<file path="src/rtl/enduro_sync_ram_if.sv">
// Bus bundle for enduro_sync_ram: one byte-enabled write port, one read port
// with valid pulse, and the init-busy status flag.
interface enduro_sync_ram_if #(
  parameter int DATA_WIDTH = 32,
  parameter int BYTE_WIDTH = 8,
  parameter int ADDR_WIDTH = 6
);
  localparam int NUM_BYTES = DATA_WIDTH / BYTE_WIDTH;

  logic                  wr_en;
  logic [ADDR_WIDTH-1:0] wr_addr;
  logic [NUM_BYTES-1:0]  wr_be;
  logic [DATA_WIDTH-1:0] wr_data;
  logic                  rd_en;
  logic [ADDR_WIDTH-1:0] rd_addr;
  logic [DATA_WIDTH-1:0] rd_data;
  logic                  rd_valid;
  logic                  init_busy;

  modport master (
    output wr_en, wr_addr, wr_be, wr_data, rd_en, rd_addr,
    input  rd_data, rd_valid, init_busy
  );

  modport slave (
    input  wr_en, wr_addr, wr_be, wr_data, rd_en, rd_addr,
    output rd_data, rd_valid, init_busy
  );
endinterface

</file>
<file path="src/rtl/enduro_sync_ram.sv">
// Single-clock simple dual-port RAM with byte enables, 1- or 2-cycle registered
// read, selectable read-during-write behaviour and a post-reset clear engine.
module enduro_sync_ram #(
  parameter int                    DATA_WIDTH  = 32,
  parameter int                    BYTE_WIDTH  = 8,
  parameter int                    ADDR_WIDTH  = 6,
  parameter int                    MEM_DEPTH   = 64,
  parameter int                    RD_LATENCY  = 1,
  parameter int                    WRITE_FIRST = 1,
  parameter int                    DO_INIT     = 1,
  parameter logic [DATA_WIDTH-1:0] INIT_VALUE  = '0
) (
  input logic               clk,
  input logic               rst,
  enduro_sync_ram_if.slave  bus
);
  localparam int NUM_BYTES = DATA_WIDTH / BYTE_WIDTH;

  if (RD_LATENCY != 1 && RD_LATENCY != 2) begin : g_bad_latency
    $error("enduro_sync_ram: RD_LATENCY must be 1 or 2");
  end
  if ((DATA_WIDTH % BYTE_WIDTH) != 0) begin : g_bad_width
    $error("enduro_sync_ram: DATA_WIDTH must be a multiple of BYTE_WIDTH");
  end
  if (MEM_DEPTH > (2 ** ADDR_WIDTH)) begin : g_bad_depth
    $error("enduro_sync_ram: MEM_DEPTH exceeds 2**ADDR_WIDTH");
  end

  typedef enum logic {INIT, READY} state_t;

  state_t                state;
  logic [ADDR_WIDTH-1:0] init_addr;
  logic [DATA_WIDTH-1:0] mem [MEM_DEPTH];

  logic                  init_last;
  logic                  init_we;
  logic                  wr_ok;
  logic                  rd_ok;
  logic                  rd_in_range;
  logic                  collide;
  logic [DATA_WIDTH-1:0] be_mask;
  logic [DATA_WIDTH-1:0] merged;
  logic [DATA_WIDTH-1:0] rd_word;

  assign init_last   = (32'(init_addr) == 32'(MEM_DEPTH - 1));
  assign init_we     = !rst && (state == INIT);
  assign wr_ok       = !rst && (state == READY) && bus.wr_en &&
                       (32'(bus.wr_addr) < 32'(MEM_DEPTH));
  assign rd_ok       = (state == READY) && bus.rd_en;
  assign rd_in_range = (32'(bus.rd_addr) < 32'(MEM_DEPTH));
  assign collide     = wr_ok && (bus.wr_addr == bus.rd_addr);

  always_ff @(posedge clk or posedge rst) begin
    if (rst) begin
      state         <= (DO_INIT != 0) ? INIT : READY;
      bus.init_busy <= (DO_INIT != 0);
      init_addr     <= '0;
    end else if (state == INIT) begin
      init_addr <= init_addr + 1'b1;
      if (init_last) begin
        state         <= READY;
        bus.init_busy <= 1'b0;
      end
    end
  end

  // The array has no reset; only the init engine or a granted write touches it.
  always_ff @(posedge clk) begin
    if (init_we) begin
      mem[init_addr] <= INIT_VALUE;
    end else if (wr_ok) begin
      for (int i = 0; i < NUM_BYTES; i++) begin
        if (bus.wr_be[i]) begin
          mem[bus.wr_addr][i*BYTE_WIDTH +: BYTE_WIDTH] <= bus.wr_data[i*BYTE_WIDTH +: BYTE_WIDTH];
        end
      end
    end
  end

  always_comb begin
    be_mask = '0;
    for (int i = 0; i < NUM_BYTES; i++) begin
      be_mask[i*BYTE_WIDTH +: BYTE_WIDTH] = {BYTE_WIDTH{bus.wr_be[i]}};
    end
  end

  assign merged = (mem[bus.rd_addr] & ~be_mask) | (bus.wr_data & be_mask);

  // Write-first collisions see the merged word; otherwise the pre-edge contents.
  always_comb begin
    rd_word = '0;
    if (rd_in_range) begin
      if ((WRITE_FIRST != 0) && collide) begin
        rd_word = merged;
      end else begin
        rd_word = mem[bus.rd_addr];
      end
    end
  end

  if (RD_LATENCY == 2) begin : g_lat2
    logic                  s1_valid;
    logic [DATA_WIDTH-1:0] s1_data;

    always_ff @(posedge clk or posedge rst) begin
      if (rst) begin
        s1_valid     <= 1'b0;
        s1_data      <= '0;
        bus.rd_valid <= 1'b0;
        bus.rd_data  <= '0;
      end else begin
        s1_valid     <= rd_ok;
        bus.rd_valid <= s1_valid;
        if (rd_ok) begin
          s1_data <= rd_word;
        end
        if (s1_valid) begin
          bus.rd_data <= s1_data;
        end
      end
    end
  end else begin : g_lat1
    always_ff @(posedge clk or posedge rst) begin
      if (rst) begin
        bus.rd_valid <= 1'b0;
        bus.rd_data  <= '0;
      end else begin
        bus.rd_valid <= rd_ok;
        if (rd_ok) begin
          bus.rd_data <= rd_word;
        end
      end
    end
  end
endmodule

</file>
<file path="src/flat_wrapper.sv">
// flat-port wrapper written by rule: the top's interface ports become plain ports
module enduro_sync_ram_flat 
#(
  parameter int                    DATA_WIDTH  = 32,
  parameter int                    BYTE_WIDTH  = 8,
  parameter int                    ADDR_WIDTH  = 6,
  parameter int                    MEM_DEPTH   = 64,
  parameter int                    RD_LATENCY  = 1,
  parameter int                    WRITE_FIRST = 1,
  parameter int                    DO_INIT     = 1,
  parameter logic [DATA_WIDTH-1:0] INIT_VALUE  = '0
)
  (clk, rst, bus_wr_en, bus_wr_addr, bus_wr_be, bus_wr_data, bus_rd_en, bus_rd_addr, bus_rd_data, bus_rd_valid, bus_init_busy);
  enduro_sync_ram_if #(.DATA_WIDTH(DATA_WIDTH), .BYTE_WIDTH(BYTE_WIDTH), .ADDR_WIDTH(ADDR_WIDTH)) bus_i ();
  input logic clk;
  input logic rst;
  input wire logic [$bits(bus_i.wr_en)-1:0] bus_wr_en;
  input wire logic [$bits(bus_i.wr_addr)-1:0] bus_wr_addr;
  input wire logic [$bits(bus_i.wr_be)-1:0] bus_wr_be;
  input wire logic [$bits(bus_i.wr_data)-1:0] bus_wr_data;
  input wire logic [$bits(bus_i.rd_en)-1:0] bus_rd_en;
  input wire logic [$bits(bus_i.rd_addr)-1:0] bus_rd_addr;
  output wire logic [$bits(bus_i.rd_data)-1:0] bus_rd_data;
  output wire logic [$bits(bus_i.rd_valid)-1:0] bus_rd_valid;
  output wire logic [$bits(bus_i.init_busy)-1:0] bus_init_busy;
  assign bus_i.wr_en = bus_wr_en;
  assign bus_i.wr_addr = bus_wr_addr;
  assign bus_i.wr_be = bus_wr_be;
  assign bus_i.wr_data = bus_wr_data;
  assign bus_i.rd_en = bus_rd_en;
  assign bus_i.rd_addr = bus_rd_addr;
  assign bus_rd_data = bus_i.rd_data;
  assign bus_rd_valid = bus_i.rd_valid;
  assign bus_init_busy = bus_i.init_busy;
  enduro_sync_ram #(.DATA_WIDTH(DATA_WIDTH), .BYTE_WIDTH(BYTE_WIDTH), .ADDR_WIDTH(ADDR_WIDTH), .MEM_DEPTH(MEM_DEPTH), .RD_LATENCY(RD_LATENCY), .WRITE_FIRST(WRITE_FIRST), .DO_INIT(DO_INIT), .INIT_VALUE(INIT_VALUE)) u_core (.clk(clk), .rst(rst), .bus(bus_i));
endmodule
</file>
<file path="config.mk">
export PLATFORM = sky130hd
export DESIGN_NAME = enduro_sync_ram_flat
export DESIGN_NICKNAME = d
export VERILOG_FILES = /design/src/rtl/enduro_sync_ram_if.sv /design/src/rtl/enduro_sync_ram.sv /design/src/flat_wrapper.sv
export SDC_FILE = /design/constraint.sdc
export NUM_CORES = 2
export LEC_CHECK = 0
export CAP_MARGIN = 5
export CORE_MARGIN = 2
export CORE_UTILIZATION = 50
export DETAILED_ROUTE_END_ITERATION = 12
export PLACE_DENSITY_LB_ADDON = 0.08
export SYNTH_ARGS = -nofsm -noshare
export SYNTH_HDL_FRONTEND = slang
export SYNTH_SLANG_ARGS = --single-unit
</file>
<file path="constraint.sdc">
create_clock -name clk -period 4.5 [get_ports clk]
set_input_delay 0.9 -clock clk [delete_from_list [all_inputs] [get_ports clk]]
set_output_delay 0.9 -clock clk [all_outputs]
set_load 0.02 [all_outputs]
</file>
Yosys cells after proc, flatten, opt, wreduce, memory -nomap -nowiden
Memories as Yosys holds them, arrays and structs flattened.
Cells that the tools add are included.

storage, ports and cells
  register bits = 41
  memory bits (writable) = 2048
  input port bits = 52
  output and inout bits = 34
  logic and storage cells = 46
  memories kept = 1

operators by class
  add/sub/neg operators = 1
  eq/ne operators = 2
  muxes and demuxes = 24
  bitwise operators = 5
  reductions and logical operators = 8

memories
  name        words  bits a word  read ports  clocked after Yosys merged registers in  write ports  line                   source
  u_core.mem  64     32           1           0                                        1            enduro_sync_ram.sv:33  logic [DATA_WIDTH-1:0] mem [MEM_DEPTH];

operators by type and width
  kind                                         count
  AND 32 bit                                   2
  two-way mux 32 bit                           2
  NOT 32 bit                                   1
  OR 32 bit                                    1
  OR reduction 32 bit                          1
  two-way mux 1 bit                            20
  adder 6 x 1 -> 6 bit, second input constant  1
  equality test 6 bit                          1
  equality test 6 bit, second input constant   1
  two-way mux 6 bit                            1
  logical AND 1 bit                            5
  two-way mux 4 bit                            1
  AND reduction 2 bit                          1
  zero test 1 bit                              1
  NOT 1 bit                                    1

Longest topological paths before layout
  depth in word-level cells = 8
  depth in mapped cells = 12
  mapped depth without buffers = 6

Least setup slack after synthesis
OpenSTA, ideal clock, no wires.

  path kind = input to register
  start point = in rst
  end point = mem u_core.mem[0][10], data pin
  setup time = 367 ps
  arrival = 2954 ps
  data required time = 4133 ps
  setup slack = 1178 ps
  stages on the path = 6
  buffers on the path = 3
  cell sequence = clkbuf_1 nand3b_1 nor2_1 clkbuf_1 clkbuf_1 and2_1

between the ends
  cells in the longest elaborated chain, start to end = 8
  elaborated cells on any way between the ends = 18
  those cells by class = 13 x mux; 5 x reduce/logical

RTL lines
  what                                     line                                          source
  start: declaration                       flat_wrapper.sv:16                            input logic rst;
  zero test 1 bit (*)                      enduro_sync_ram.sv:46, enduro_sync_ram.sv:47
  logical AND 1 bit (2 in series)          enduro_sync_ram.sv:47                         assign wr_ok = !rst && (state == READY) && bus.wr_en &&
  two-way mux 1 bit                        enduro_sync_ram.sv:71                         end else if (wr_ok) begin
  two-way mux 1 bit                        enduro_sync_ram.sv:69                         if (init_we) begin
  two-way mux 1 bit (implied by the code)  enduro_sync_ram.sv:74                         mem[bus.wr_addr][i*BYTE_WIDTH +: BYTE_WIDTH] <= bus.wr_data[i*BYTE_WIDTH +: BYTE_WIDTH];
  OR reduction 32 bit (no line) (*)        n/a
  two-way mux 32 bit (no line) (*)         n/a
  end: declaration                         enduro_sync_ram.sv:33

Every way passes the cells marked *; elsewhere a longest branch is shown, timed or not.

Final worst setup path
  start point = reg u_core.state
  end point = mem u_core.mem[10][6], enable pin

between the ends
  cells in the longest elaborated chain, start to end = 7
  elaborated cells on any way between the ends = 21
  those cells by class = 16 x mux; 1 x bitwise; 4 x reduce/logical

RTL lines
  what                                                                     line                   source
  start: declaration                                                       enduro_sync_ram.sv:31  state_t state;
  start signal: assignment                                                 enduro_sync_ram.sv:55  state <= (DO_INIT != 0) ? INIT : READY;
  logical AND 1 bit (2 in series)                                          enduro_sync_ram.sv:47
  two-way mux 1 bit                                                        enduro_sync_ram.sv:71
  two-way mux 1 bit                                                        enduro_sync_ram.sv:69
  two-way mux 1 bit (implied by the code)                                  enduro_sync_ram.sv:74
  OR reduction 32 bit (no line)                                            n/a
  two-way mux 6 bit (no line) / two-way mux 4 bit (equally long branches)  n/a

Several ways; a longest one is shown, not always the timed one.

==> impl_metrics.json <==
{
  "drtAntennaViolNets": 0,
  "fin_crit_sh_pct": 84.4,
  "path_clk_slew_ns": 0.06,
  "drc": 0,
  "areaGrowthSynthToFinish_pct": 15.7,
  "period_minus_slack_ns": 3.80,
  "hpwlAfterDp_um": 145000,
  "final-setup-viol-count": 0,
  "ys_warn_count": 0,
  "cellPowerDensity_nw_per_um2": 412,
  "synth-seq-cells": 2089,
  "synth_area_um2": 81900,
  "die_h_um": 409,
  "worstSetupStartpointType": "register",
  "clkLatencyLatePin_ns": 0.86,
  "tightest_slew_ns": 1.20,
  "intPower_mw": 31.0,
  "p_clk_share_pct": 43.0,
  "relSlewSlack_pct": 19.8,
  "die_x_um": 409,
  "grtUsageTotal_pct": 27.0,
  "synth_ff_type": "edfxtp_1",
  "ys_types": 62,
  "cts-root-buf": "clkbuf_16",
  "fin_skew_ns": 0.0320,
  "nNetsFinal": 4430,
  "clk_path_buf_depth": 3,
  "cts_tree": "yes",
  "critPathBufInv": 1,
  "critPathRequiredTime_ns": 4.96,
  "maxCapViolations": 0,
  "core_um2": 163000,
  "synth_nets": 3955,
  "die_area_um2": 167000,
  "hold_class": "reg2reg",
  "cts_setup_buffers": 0,
  "cts.sinks": 2089,
  "grt_setup_unrepaired": "false",
  "num_vias": 42100,
  "gr-total-overflow": 0,
  "yosysSeqAreaShare_pct": 76.3,
  "combPwrFrac_pct": 3.2,
  "status": "completed",
  "ys_async_sr_fraction_pct": 1.96,
  "cts_buffers": 209,
  "cpPeakStageDelay_ns": 0.83,
  "drive_above_1_share_pct": 28.6,
  "crit_chain": "buf_4 -> nand3b_1 -> nor2_4 -> a31oi_2 -> nand2b_1 -> nor2_1",
  "ir_drop_uv": 400,
  "endpoint_kind": "register",
  "slew_violations": 0,
  "sequentialPowerShare_pct": 53.8,
  "cts-resized-gates": 0,
  "port_buffers": 85,
  "wl_um": 224000,
  "synth_edf_count": 2048,
  "ios": 86,
  "total_power_mw": 39.1,
  "p_leak_nw": 26.2,
  "fin_setup_tns_ns": 0,
  "critPathSlowestCell": "nor2_1",
  "vias_per_cell": 6.26,
  "final_cell_mix": "2048 x edfxtp_1, 521 x mux4_2, 364 x buf_4, 281 x nor2_1, 214 x clkbuf_16",
  "initialDrtViolationCount": 4992,
  "crit_arrival_ns": 4.26,
  "wl_per_cell_um": 33.3,
  "drt_first_pass_iters": 6,
  "holdBufCountCts": 0,
  "grt_pass1_vias": 42100,
  "grt_pass1_wl_um": 318000,
  "grt_antenna_before_repair": 14,
  "crit_type": "reg2reg",
  "rows": 148,
  "syn_avg_cell_area_um2": 21.0,
  "power.share.switching_pct": 20.6,
  "switchingPower_mw": 8.05,
  "htree_levels": 4,
  "grt_max_degree": 65,
  "worstPathMaxFanout": 15,
  "synthCells": 3902,
  "place.gp.congestion": 0.871,
  "crit_family": "simple AND/OR/NAND/NOR gates",
  "initial_utilization_pct": 50.3,
  "fmax_mhz": 263,
  "final_hold_viol_count": 0,
  "layout_commonest_cell": "edfxtp_1"
}
==> cells by family (layout without fill, tap and decap cells) <==
group	after synthesis	after routing	share of synthesized area, %
flops	2089	2089	76.3
mux	695	695	16.5
simple gates	580	580	3.28
compound gates	285	285	2.35
buf+inv	241	887	1.46
xor+xnor	11	11	0.118
fa+ha+maj	1	1	0.0153
other cells	0	3	0
==> power by group through the flow <==
stage | registers [mW] | clock network, mW | logic (mW)
final | 21.0 | 16.8 | 1.23
after CTS | 21.0 | 17.1 | 1.24
after global placement | 21.5 | 0 | 1.24
after floorplan | 21.4 | 0 | 0.717
after global routing | 21.0 | 17.8 | 1.28
after detailed placement | 21.5 | 0 | 1.24
==> worst reg2reg max path: stages, from the launching register on <==
cell and delay, ns:
dfrtp_1 0.32, buf_4 0.28, nand3b_1 0.49, nor2_4 0.52, a31oi_2 0.42, nand2b_1 0.55
nor2_1 0.83
==> cell usage after synthesis (3+ instances only) <==
library cell	count	share of area, %
a2111oi_0	6	0.064
a211oi_1	28	0.26
a21o_1	7	0.064
a21oi_1	62	0.38
a221oi_1	6	0.064
a22o_1	5	0.053
a22oi_1	58	0.53
a31oi_1	14	0.11
a41oi_1	4	0.043
and2_1	38	0.29
and3_1	7	0.053
and4b_1	3	0.037
buf_1	17	0.078
buf_2	66	0.40
buf_4	43	0.39
buf_6	6	0.082
clkbuf_1	101	0.46
dfrtp_1	40	1.2
edfxtp_1	2048	75
inv_1	7	0.032
mux2_2	18	0.25
mux2i_1	156	1.9
mux4_2	521	14
nand2_1	78	0.36
nand2b_1	33	0.25
nand3_1	30	0.18
nand4_1	9	0.069
nor2_1	284	1.3
nor2b_1	37	0.28
nor3_1	25	0.15
nor3b_1	3	0.027
nor4_1	19	0.15
nor4b_1	6	0.064
o2111ai_1	6	0.064
o211ai_1	7	0.064
o21ai_0	24	0.15
o21ai_1	4	0.024
o22ai_1	28	0.21
o31ai_1	4	0.037
or3_1	4	0.031
xnor2_1	4	0.043
xor2_1	7	0.075
==> area by class of cell <==
class	instances	area, um^2
flip-flops and latches	2089	62500
fillers	11900	67900
inverters	8	30.0
clock inverters	110	948
multi-input cells	1572	18400
well taps	2175	2720
diodes	3	7.51
repair buffers	497	4570
clock buffers	272	5590
==> per-layer routing <==
layer  part of all wire, %  vias to the layer above  global-route usage [%]  wire [um]
li1                      -                    17200                       -          -
met1                    42                    22600                    39.6      94000
met2                    47                     1957                    41.6     105000
met3                   8.4                      311                    5.30      18900
met4                   2.6                        4                    7.50       5890
met5                 0.012                        -                       0         26
==> stage by stage <==
step           cells  utilization (%)  hold slack, ns  setup WS (ns)  cell area, um^2
2_1_floorplan   3902                -           0.493           1.18            81900
5_1_grt         6723             58.3           0.548          0.474            94800
4_1_cts         6723             58.3           0.509          0.784            94800
3_5_place_dp    6341             54.2           0.494        0.00679            88300
3_3_place_gp    6341             54.2           0.511         0.0376            88300
6_report        6726             58.3           0.514          0.702            94800
==> sequential cells by signal, indices dropped and copies added, names as in the netlist <==
signal,cells
u_core.state,1
u_core.bus.rd_valid,1
u_core.bus.init_busy,1
u_core.mem,2048
u_core.bus.rd_data,32
u_core.init_addr,6
==> worst paths after layout <==
check	cells past startpoint	slack, ns	start	to
min reg2reg	2	0.51	u_core.bus.rd_data[0]	u_core.bus.rd_data[0]
min in group asynchronous	3	0.86	rst	u_core.bus.rd_valid
max	6	0.70	u_core.state	u_core.mem[10][6]
max in group asynchronous	4	2.69	rst	u_core.bus.init_busy
min	2	0.51	u_core.bus.rd_data[0]	u_core.bus.rd_data[0]
max reg2reg	6	0.70	u_core.state	u_core.mem[10][6]
(Power assumes the default switching activity.)
